<file path="src/rtl/dance_pattern_sequencer.sv">
// Purpose: paces a game as NUM_PATTERNS timed hit windows separated by gaps, with LFSR-drawn arrows.
// Latency: a start pulse loads the first window on the next clock edge; all outputs are registered.
// Backpressure: none downstream; game_pause freezes counters and outputs, and game_abort still acts while paused.
module dance_pattern_sequencer #(
    parameter int unsigned WINDOW_CYCLES = 500000,
    parameter int unsigned GAP_CYCLES    = 250000,
    parameter int unsigned NUM_PATTERNS  = 32,
    parameter logic [15:0] LFSR_SEED     = 16'hACE1
) (
    input  logic        clock,
    input  logic        reset,
    input  logic        game_start,
    input  logic        game_pause,
    input  logic        game_abort,
    output logic        game_active,
    output logic        game_over,
    output logic [3:0]  pattern_a,
    output logic [3:0]  pattern_b,
    output logic        pattern_valid,
    output logic [19:0] pattern_timer,
    output logic [7:0]  pattern_index
);

    // Terminal counts as 20/8-bit constants so the compares are width-matched.
    localparam logic [19:0] WIN_LAST = 20'(WINDOW_CYCLES - 1);
    localparam logic [19:0] GAP_LAST = 20'(GAP_CYCLES - 1);
    localparam logic [7:0]  LAST_IDX = 8'(NUM_PATTERNS - 1);
    localparam bit          NO_GAP   = (GAP_CYCLES == 0);
    // An all-zero seed would lock the LFSR, so it is replaced by 1.
    localparam logic [15:0] SEED_EFF = (LFSR_SEED == 16'h0000) ? 16'h0001 : LFSR_SEED;

    typedef enum logic [1:0] {
        IDLE   = 2'd0,
        ACTIVE = 2'd1,
        GAP    = 2'd2,
        DONE   = 2'd3
    } state_t;

    state_t      state;
    state_t      state_n;
    logic [15:0] lfsr;
    logic [15:0] lfsr_n;
    logic [15:0] lfsr_step;
    logic [19:0] gap_cnt;
    logic [19:0] gap_cnt_n;
    logic [19:0] timer_n;
    logic [7:0]  index_n;
    logic [3:0]  a_n;
    logic [3:0]  b_n;
    logic        valid_n;
    logic        active_n;
    logic        over_n;
    logic        load;
    logic        clear;
    logic        start_ok;

    // Fibonacci shift-left step; only committed on the edge that loads a window.
    assign lfsr_step = {lfsr[14:0], lfsr[15] ^ lfsr[13] ^ lfsr[12] ^ lfsr[10]};

    // A start is honoured only when not paused and not overridden by a same-cycle abort.
    assign start_ok = game_start && !game_abort && !game_pause;

    // State and output registers; reset clears everything immediately, including the LFSR.
    always_ff @(posedge clock or posedge reset) begin
        if (reset) begin
            state         <= IDLE;
            lfsr          <= SEED_EFF;
            gap_cnt       <= 20'd0;
            pattern_timer <= 20'd0;
            pattern_index <= 8'd0;
            pattern_a     <= 4'd0;
            pattern_b     <= 4'd0;
            pattern_valid <= 1'b0;
            game_active   <= 1'b0;
            game_over     <= 1'b0;
        end else begin
            state         <= state_n;
            lfsr          <= lfsr_n;
            gap_cnt       <= gap_cnt_n;
            pattern_timer <= timer_n;
            pattern_index <= index_n;
            pattern_a     <= a_n;
            pattern_b     <= b_n;
            pattern_valid <= valid_n;
            game_active   <= active_n;
            game_over     <= over_n;
        end
    end

    // Next-state and next-output logic; everything holds unless a branch below changes it.
    always_comb begin
        state_n   = state;
        lfsr_n    = lfsr;
        gap_cnt_n = gap_cnt;
        timer_n   = pattern_timer;
        index_n   = pattern_index;
        a_n       = pattern_a;
        b_n       = pattern_b;
        valid_n   = pattern_valid;
        active_n  = game_active;
        over_n    = game_over;
        load      = 1'b0;
        clear     = 1'b0;

        case (state)
            IDLE: begin
                if (start_ok) begin
                    index_n = 8'd0;
                    load    = 1'b1;
                end
            end
            ACTIVE: begin
                if (game_abort) begin
                    state_n   = IDLE;
                    clear     = 1'b1;
                    index_n   = 8'd0;
                    active_n  = 1'b0;
                    over_n    = 1'b0;
                    gap_cnt_n = 20'd0;
                end else if (!game_pause) begin
                    if (pattern_timer == WIN_LAST) begin
                        index_n = pattern_index + 8'd1;
                        if (pattern_index == LAST_IDX) begin
                            state_n  = DONE;
                            clear    = 1'b1;
                            active_n = 1'b0;
                            over_n   = 1'b1;
                        end else if (NO_GAP) begin
                            load = 1'b1;
                        end else begin
                            state_n   = GAP;
                            clear     = 1'b1;
                            gap_cnt_n = 20'd0;
                        end
                    end else begin
                        timer_n = pattern_timer + 20'd1;
                    end
                end
            end
            GAP: begin
                if (game_abort) begin
                    state_n   = IDLE;
                    clear     = 1'b1;
                    index_n   = 8'd0;
                    active_n  = 1'b0;
                    over_n    = 1'b0;
                    gap_cnt_n = 20'd0;
                end else if (!game_pause) begin
                    if (gap_cnt == GAP_LAST) begin
                        load = 1'b1;
                    end else begin
                        gap_cnt_n = gap_cnt + 20'd1;
                    end
                end
            end
            DONE: begin
                if (start_ok) begin
                    index_n = 8'd0;
                    over_n  = 1'b0;
                    load    = 1'b1;
                end
            end
            default: begin
                state_n = IDLE;
                clear   = 1'b1;
            end
        endcase

        if (clear) begin
            valid_n = 1'b0;
            timer_n = 20'd0;
            a_n     = 4'd0;
            b_n     = 4'd0;
        end

        if (load) begin
            state_n   = ACTIVE;
            valid_n   = 1'b1;
            timer_n   = 20'd0;
            a_n       = 4'b0001 << lfsr[1:0];
            b_n       = 4'b0001 << lfsr[3:2];
            active_n  = 1'b1;
            lfsr_n    = lfsr_step;
            gap_cnt_n = 20'd0;
        end
    end

endmodule

</file>
<file path="config.mk">
export PLATFORM = sky130hd
export DESIGN_NAME = dance_pattern_sequencer
export DESIGN_NICKNAME = d
export VERILOG_FILES = /design/src/rtl/dance_pattern_sequencer.sv
export SDC_FILE = /design/constraint.sdc
export NUM_CORES = 1
export LEC_CHECK = 0
export CORE_MARGIN = 10
export CORE_UTILIZATION = 50
export DETAILED_ROUTE_END_ITERATION = 7
export PLACE_DENSITY = 0.7
export SLEW_MARGIN = 30
export SYNTH_ARGS = -nofsm -noshare
export SYNTH_HDL_FRONTEND = slang
export SYNTH_SLANG_ARGS = --single-unit
</file>
<file path="constraint.sdc">
create_clock -name clock -period 8.3 [get_ports clock]
set_input_delay 2.075 -clock clock [delete_from_list [all_inputs] [get_ports clock]]
set_output_delay 2.075 -clock clock [all_outputs]
set_load 0.02 [all_outputs]
</file>
==> impl_metrics.ini, run 1 <==
[floorplan]
top_level_ports = 44
dieArea_um2 = 11980
rows = 32
coreArea_um2 = 7767
start_util_pct = 51.51
fp.dieW_um = 109.5
die_h_um = 109.5

[cells_and_area]
nNetsFinal = 460
fillerInstances = 663
multi_input_area_um2 = 1937
regArea_um2 = 1937
antenna_cells = 0
drive_gt1_share_pct = 10.84
syn_to_final_growth_pct = 17.64
final_core_util_pct = 60.60

[sta]
hold_viol = 0
fmax_mhz = 203.4
setup_viol = 0
finalCriticalPeriod_ns = 4.917
grt_setup_unrepaired = no
setup_tns_ns = 0
finalCritPeriodShare_pct = 59.24
finalMaxSlewViolations = 0
tightestPinTransition_ns = 0.8923
slew-limit-headroom_pct = 40.23
fin_skew_ns = 0.007083

[grt]
antenna_found_initial = 0
grt_max_degree = 78
grt_usage_pct = 15.33
grt_pass1_vias = 3038
grt-ovfl-total = 0
grt_pass1_wl_um = 14940

[placed_design]
dp.final_hpwl_um = 6070
gp_congestion = 0.8692
portBuffers = 43

[power_and_ir_drop]
finalPower_uw = 1104
pwr-share-clk_pct = 27.1
p_int_uw = 705.4
p_sw_uw = 398.8
vdd_drop_max_mv = 0.1635
power_frac_comb_pct = 29.8
p_per_area_nw_per_um2 = 234.6
p_sw_share_pct = 36.12
power.leakage_uw = 0.001915
seqPwrFrac_pct = 43.1

[synth]
synth_edf_count = 0
ys.warnings.count = 0
ys.flop_type = dfrtp_1
async_flop_share_pct = 100.0
syn_avg_cell_area_um2 = 9.759
ys_ff_latch = 77
syn_nets = 423
synth_cells = 410
yosysSeqAreaShare_pct = 48.41
synthTopCellsByArea = dfrtp_1 43%, dfstp_2 5.3%, nor2_1 4.0%, xnor2_1 3.9%, o21ai_0 3.4%
yosysTopAreaCell = dfrtp_1
synth_cell_types = 52
yosys.area.top_type_share_pct = 43.15
syn_area_um2 = 4001

[setup_path]
worst_path_max_delay_cell = or4b_2
slowest_delay_ns = 0.80
cp.required_ns = 8.58
cp_max_fo = 22
crit_arrival_ns = 5.19
worst-setup-path-type = input port to flop
endpoint_kind = flop
r2r_slack_ns = 4.80
crit_chain = clkdlybuf4s50_1 -> or4b_2 -> o21ai_0 -> a31oi_1 -> a211o_1 -> or4_1 -> a21oi_1
cp-start-kind = input port

[routing]
num_vias = 3234
drtIter0Drc = 159
dr_wl_met2_um = 4018
wl_met3_um = 562
route.layer.met1.wl_um = 4264
wire_per_inst_um = 16.07
totalWireLength_um = 8903
drc = 0
ant_nets = 0
routed.top_layer = met4
firstDrtPassIters = 4
routed_via_density = 5.838

[clocking]
clkTransAtPathRegs_ns = 0.09
cts.root.buffer_cell = clkbuf_8
numCtsBuffers = 9
htreeDepth = 3
ctsHoldBuffers = 0
clockBufferDepth = 2
cts_tree = yes
cts_setup_buffers = 0
cts_resized = 0
clock_latency_ns = 0.35
clkSinkCount = 77

[run]
drv_cap = 0

[run_status]
status = completed

[min_path]
worstHoldPathType = flop to flop
-- worst max-delay path, delay by kind of cell --
kind                   cells  cell delay (ns)
AND/OR/NAND/NOR            2             1.38
AO/OA/AOI/OAI              4             1.11
buffers and inverters      1             0.62
-- power groups by stage --
| stage | clock network, µW | logic, µW | registers (µW) |
|---|---|---|---|
| 4_1_cts | 306 | 333 | 477 |
| 3_5_place_dp | 0 | 330 | 483 |
| 2_1_floorplan | 0 | 216 | 503 |
| 6_report | 299 | 329 | 476 |
| 3_3_place_gp | 0 | 323 | 482 |
| 5_1_grt | 322 | 368 | 486 |
-- synth_stat cells, types with 2 or more instances --
| master | instances |
|---|---|
| mux2_2 | 12 |
| dfrtp_1 | 69 |
| o31ai_1 | 9 |
| or3_1 | 4 |
| or2_2 | 4 |
| a21o_1 | 2 |
| nand2_1 | 27 |
| nand4_1 | 10 |
| and3_1 | 7 |
| a2111oi_0 | 4 |
| a211oi_1 | 5 |
| inv_1 | 14 |
| dfstp_2 | 8 |
| and2_1 | 3 |
| o2bb2ai_1 | 4 |
| nor4b_1 | 2 |
| xor2_1 | 10 |
| nor2_1 | 43 |
| a21oi_1 | 18 |
| nand3b_1 | 2 |
| nand2b_1 | 5 |
| o21ai_0 | 27 |
| xnor2_1 | 18 |
| nor4_1 | 5 |
| a32o_1 | 5 |
| or4_1 | 11 |
| and4_1 | 5 |
| ha_1 | 8 |
| nand3_1 | 23 |
| buf_2 | 2 |
| clkbuf_1 | 15 |
| nor2b_1 | 4 |
| nor3_1 | 2 |
| a31oi_1 | 5 |
-- cell usage in the layout, fill, tap and decap left out, types with 7 or more instances in the layout --
cell / instances
dfrtp_1: 69
o31ai_1: 9
xnor2_1: 18
dfstp_2: 8
nand3_1: 23
and3_1: 7
o21ai_0: 27
mux2_2: 12
nand4_1: 10
xor2_1: 10
nand2_1: 27
ha_1: 8
a21oi_1: 17
nor2_1: 42
inv_1: 13
clkbuf_8: 9
clkdlybuf4s50_1: 43
or4_1: 11
-- metrics by stage --
step,hold WS (ns),setup WS [ns],cells,cell area [µm²]
2_1_floorplan,0.4579,4.159,410,4001
3_3_place_gp,0.4785,2.922,538,4497
3_5_place_dp,0.4786,3.049,538,4499
4_1_cts,0.4939,3.421,554,4703
5_1_grt,0.5174,3.232,554,4707
6_report,0.4909,3.383,554,4707
-- final cells by class --
class | count | share of cell area (%)
Tap cell | 102 | 2.711
Timing Repair Buffer | 45 | 9.543
Sequential cell | 77 | 41.15
Clock inverter | 7 | 1.701
Inverter | 14 | 1.116
Clock buffer | 9 | 2.632
Multi-Input combinational cell | 300 | 41.15
-- metal layers --
layer  vias up  GRT usage [%]
met1      1581          21.44
met3         5          4.740
met4         0          3.810
li1       1571              -
met2        77          22.61
met5         -              0
-- worst paths after layout --
path,depth (start not counted),end,startpoint
worst max-delay path,7,gap_cnt[9],game_pause
worst min-delay path,1,pattern_a[1],lfsr[1]
worst max register to register,6,gap_cnt[9],pattern_timer[6]
worst min register to register,1,pattern_a[1],lfsr[1]
max in group asynchronous,3,game_active,reset
min in group asynchronous,3,pattern_timer[6],reset
-- logic make-up after synthesis --
family | after synthesis | share of synthesized area (%)
mux | 13 | 3.627
xor+xnor | 28 | 6.129
fa+ha+maj | 8 | 2.502
compound gates | 87 | 14.13
flops | 77 | 48.41
buf+inv | 33 | 3.346
simple gates | 164 | 21.86
-- flip-flops by register name, summed over array words and instances (netlist names) --
signal and count:
pattern_b 4, game_over 1, lfsr 16, pattern_index 8, pattern_a 4, pattern_valid 1, gap_cnt 20, pattern_timer 20
state 2, game_active 1
Note: power is estimated with default switching activity, not from simulation.
==> run 2, diff against run 1 <==
- PLACE_DENSITY: 0.7 -> 0.73
- clock period: 8.3 -> 4.2 ns (I/O delays scaled with it)
==> impl_metrics.ini, run 2 (synthesized netlist as in run 1, its figures left out) <==
[clocking]
numCtsBuffers = 9
htreeDepth = 3
cts_setup_buffers = 0
clkTransAtPathRegs_ns = 0.08
cts_tree = yes
cts.root.buffer_cell = clkbuf_8
clockBufferDepth = 2
ctsHoldBuffers = 0
cts_resized = 0
clkSinkCount = 77
clock_latency_ns = 0.35

[grt]
grt_max_degree = 78
antenna_found_initial = 0
grt_usage_pct = 15.80
grt_pass1_vias = 3232
grt_pass1_wl_um = 15410
grt-ovfl-total = 0

[power_and_ir_drop]
vdd_drop_max_mv = 0.3364
p_sw_share_pct = 35.63
power_frac_comb_pct = 31.5
p_sw_uw = 780.6
power.leakage_uw = 0.001926
p_per_area_nw_per_um2 = 462.3
p_int_uw = 1410
pwr-share-clk_pct = 25.4
finalPower_uw = 2191
seqPwrFrac_pct = 43.1

[routing]
ant_nets = 0
drc = 0
totalWireLength_um = 9185
wire_per_inst_um = 16.43
firstDrtPassIters = 4
routed_via_density = 5.814
drtIter0Drc = 162
num_vias = 3250

[floorplan]
die_h_um = 109.5
top_level_ports = 44
start_util_pct = 51.51
dieArea_um2 = 11980
fp.dieW_um = 109.5
coreArea_um2 = 7767
rows = 32

[setup_path]
r2r_slack_ns = 0.79
worst-setup-path-type = input port to flop
cp_max_fo = 22
reg2reg_from = state[0]
crit_arrival_ns = 3.94
cp.required_ns = 4.48
endpoint_kind = flop
cp-start-kind = input port
startpoint = game_start

[sta]
hold_viol = 0
tightestPinTransition_ns = 0.9633
finalMaxSlewViolations = 0
finalCriticalPeriod_ns = 3.660
slew-limit-headroom_pct = 35.48
setup_viol = 0
fin_skew_ns = 0.008848
finalCritPeriodShare_pct = 87.14
grt_setup_unrepaired = no
setup_tns_ns = 0
fmax_mhz = 273.2

[min_path]
worstHoldPathType = flop to flop
hp-start = pattern_valid

[run]
drv_cap = 0

[cells_and_area]
syn_to_final_growth_pct = 18.45
antenna_cells = 0
layout_commonest_cell = dfrtp_1
nNetsFinal = 465
drive_gt1_share_pct = 11.16
most-common-layout-cells = 69 x dfrtp_1, 43 x nor2_1, 43 x clkdlybuf4s50_1
top_regs = gap_cnt (20), pattern_timer (20), lfsr (16)
fillerInstances = 679

[run_status]
status = completed

[placed_design]
portBuffers = 43
gp_congestion = 0.8292
dp.final_hpwl_um = 6359
[run 2: power by group through the flow]
stage                     combinational, µW  sequential (µW)  clock, µW
final                                   691              944        556
after global routing                    764              961        598
after CTS                               693              946        564
after detailed placement                690              957          0
after global placement                  674              951          0
after floorplan                         428              994          0
[run 2: final timing paths]
| path | endpoint | cells past startpoint |
|---|---|---|
| worst min-delay path | pattern_valid | 1 |
| worst max register to register | gap_cnt[9] | 8 |
| worst min register to register | pattern_valid | 1 |
| worst max-delay path | gap_cnt[9] | 7 |
| min in group asynchronous | pattern_timer[0] | 3 |
| max in group asynchronous | lfsr[7] | 3 |
[run 2: critical path, cell delays in order]
cell and delay (ns):
clkdlybuf4s50_1 0.50, or4b_2 0.65, o21ai_0 0.17, a31oi_1 0.19, a211o_1 0.62, or4_1 0.59
a21oi_1 0.15
[run 2: metrics by stage]
step	hold WS [ns]	util [%]	setup slack (ns)	instances	instance area (µm²)
detailed placement	0.4649	58.54	0.1969	543	4547
CTS	0.4841	61.02	0.5673	559	4740
global route	0.4969	61.02	0.3633	559	4740
global placement	0.4651	58.54	0.2900	543	4547
floorplan	0.4579	-	1.084	410	4001
finish	0.4822	61.02	0.5399	559	4740
[run 2: final cells by class]
| class | count | area [µm²] | area share, % |
|---|---|---|---|
| clock buffers | 11 | 131.4 | 2.772 |
| clock inverters | 5 | 61.31 | 1.294 |
| inverters | 14 | 52.55 | 1.109 |
| multi-input cells | 300 | 1934 | 40.81 |
| flip-flops and latches | 77 | 1937 | 40.87 |
| well taps | 102 | 127.6 | 2.693 |
| repair buffers | 50 | 495.5 | 10.45 |
[run 2: layer usage]
metal	part of all wire, %	track usage [%]	up-vias
li1	-	-	1578
met1	46	20.42	1587
met2	46	24.45	72
met3	6.2	4.447	13
met4	1.4	6.506	0
met5	0	0	-
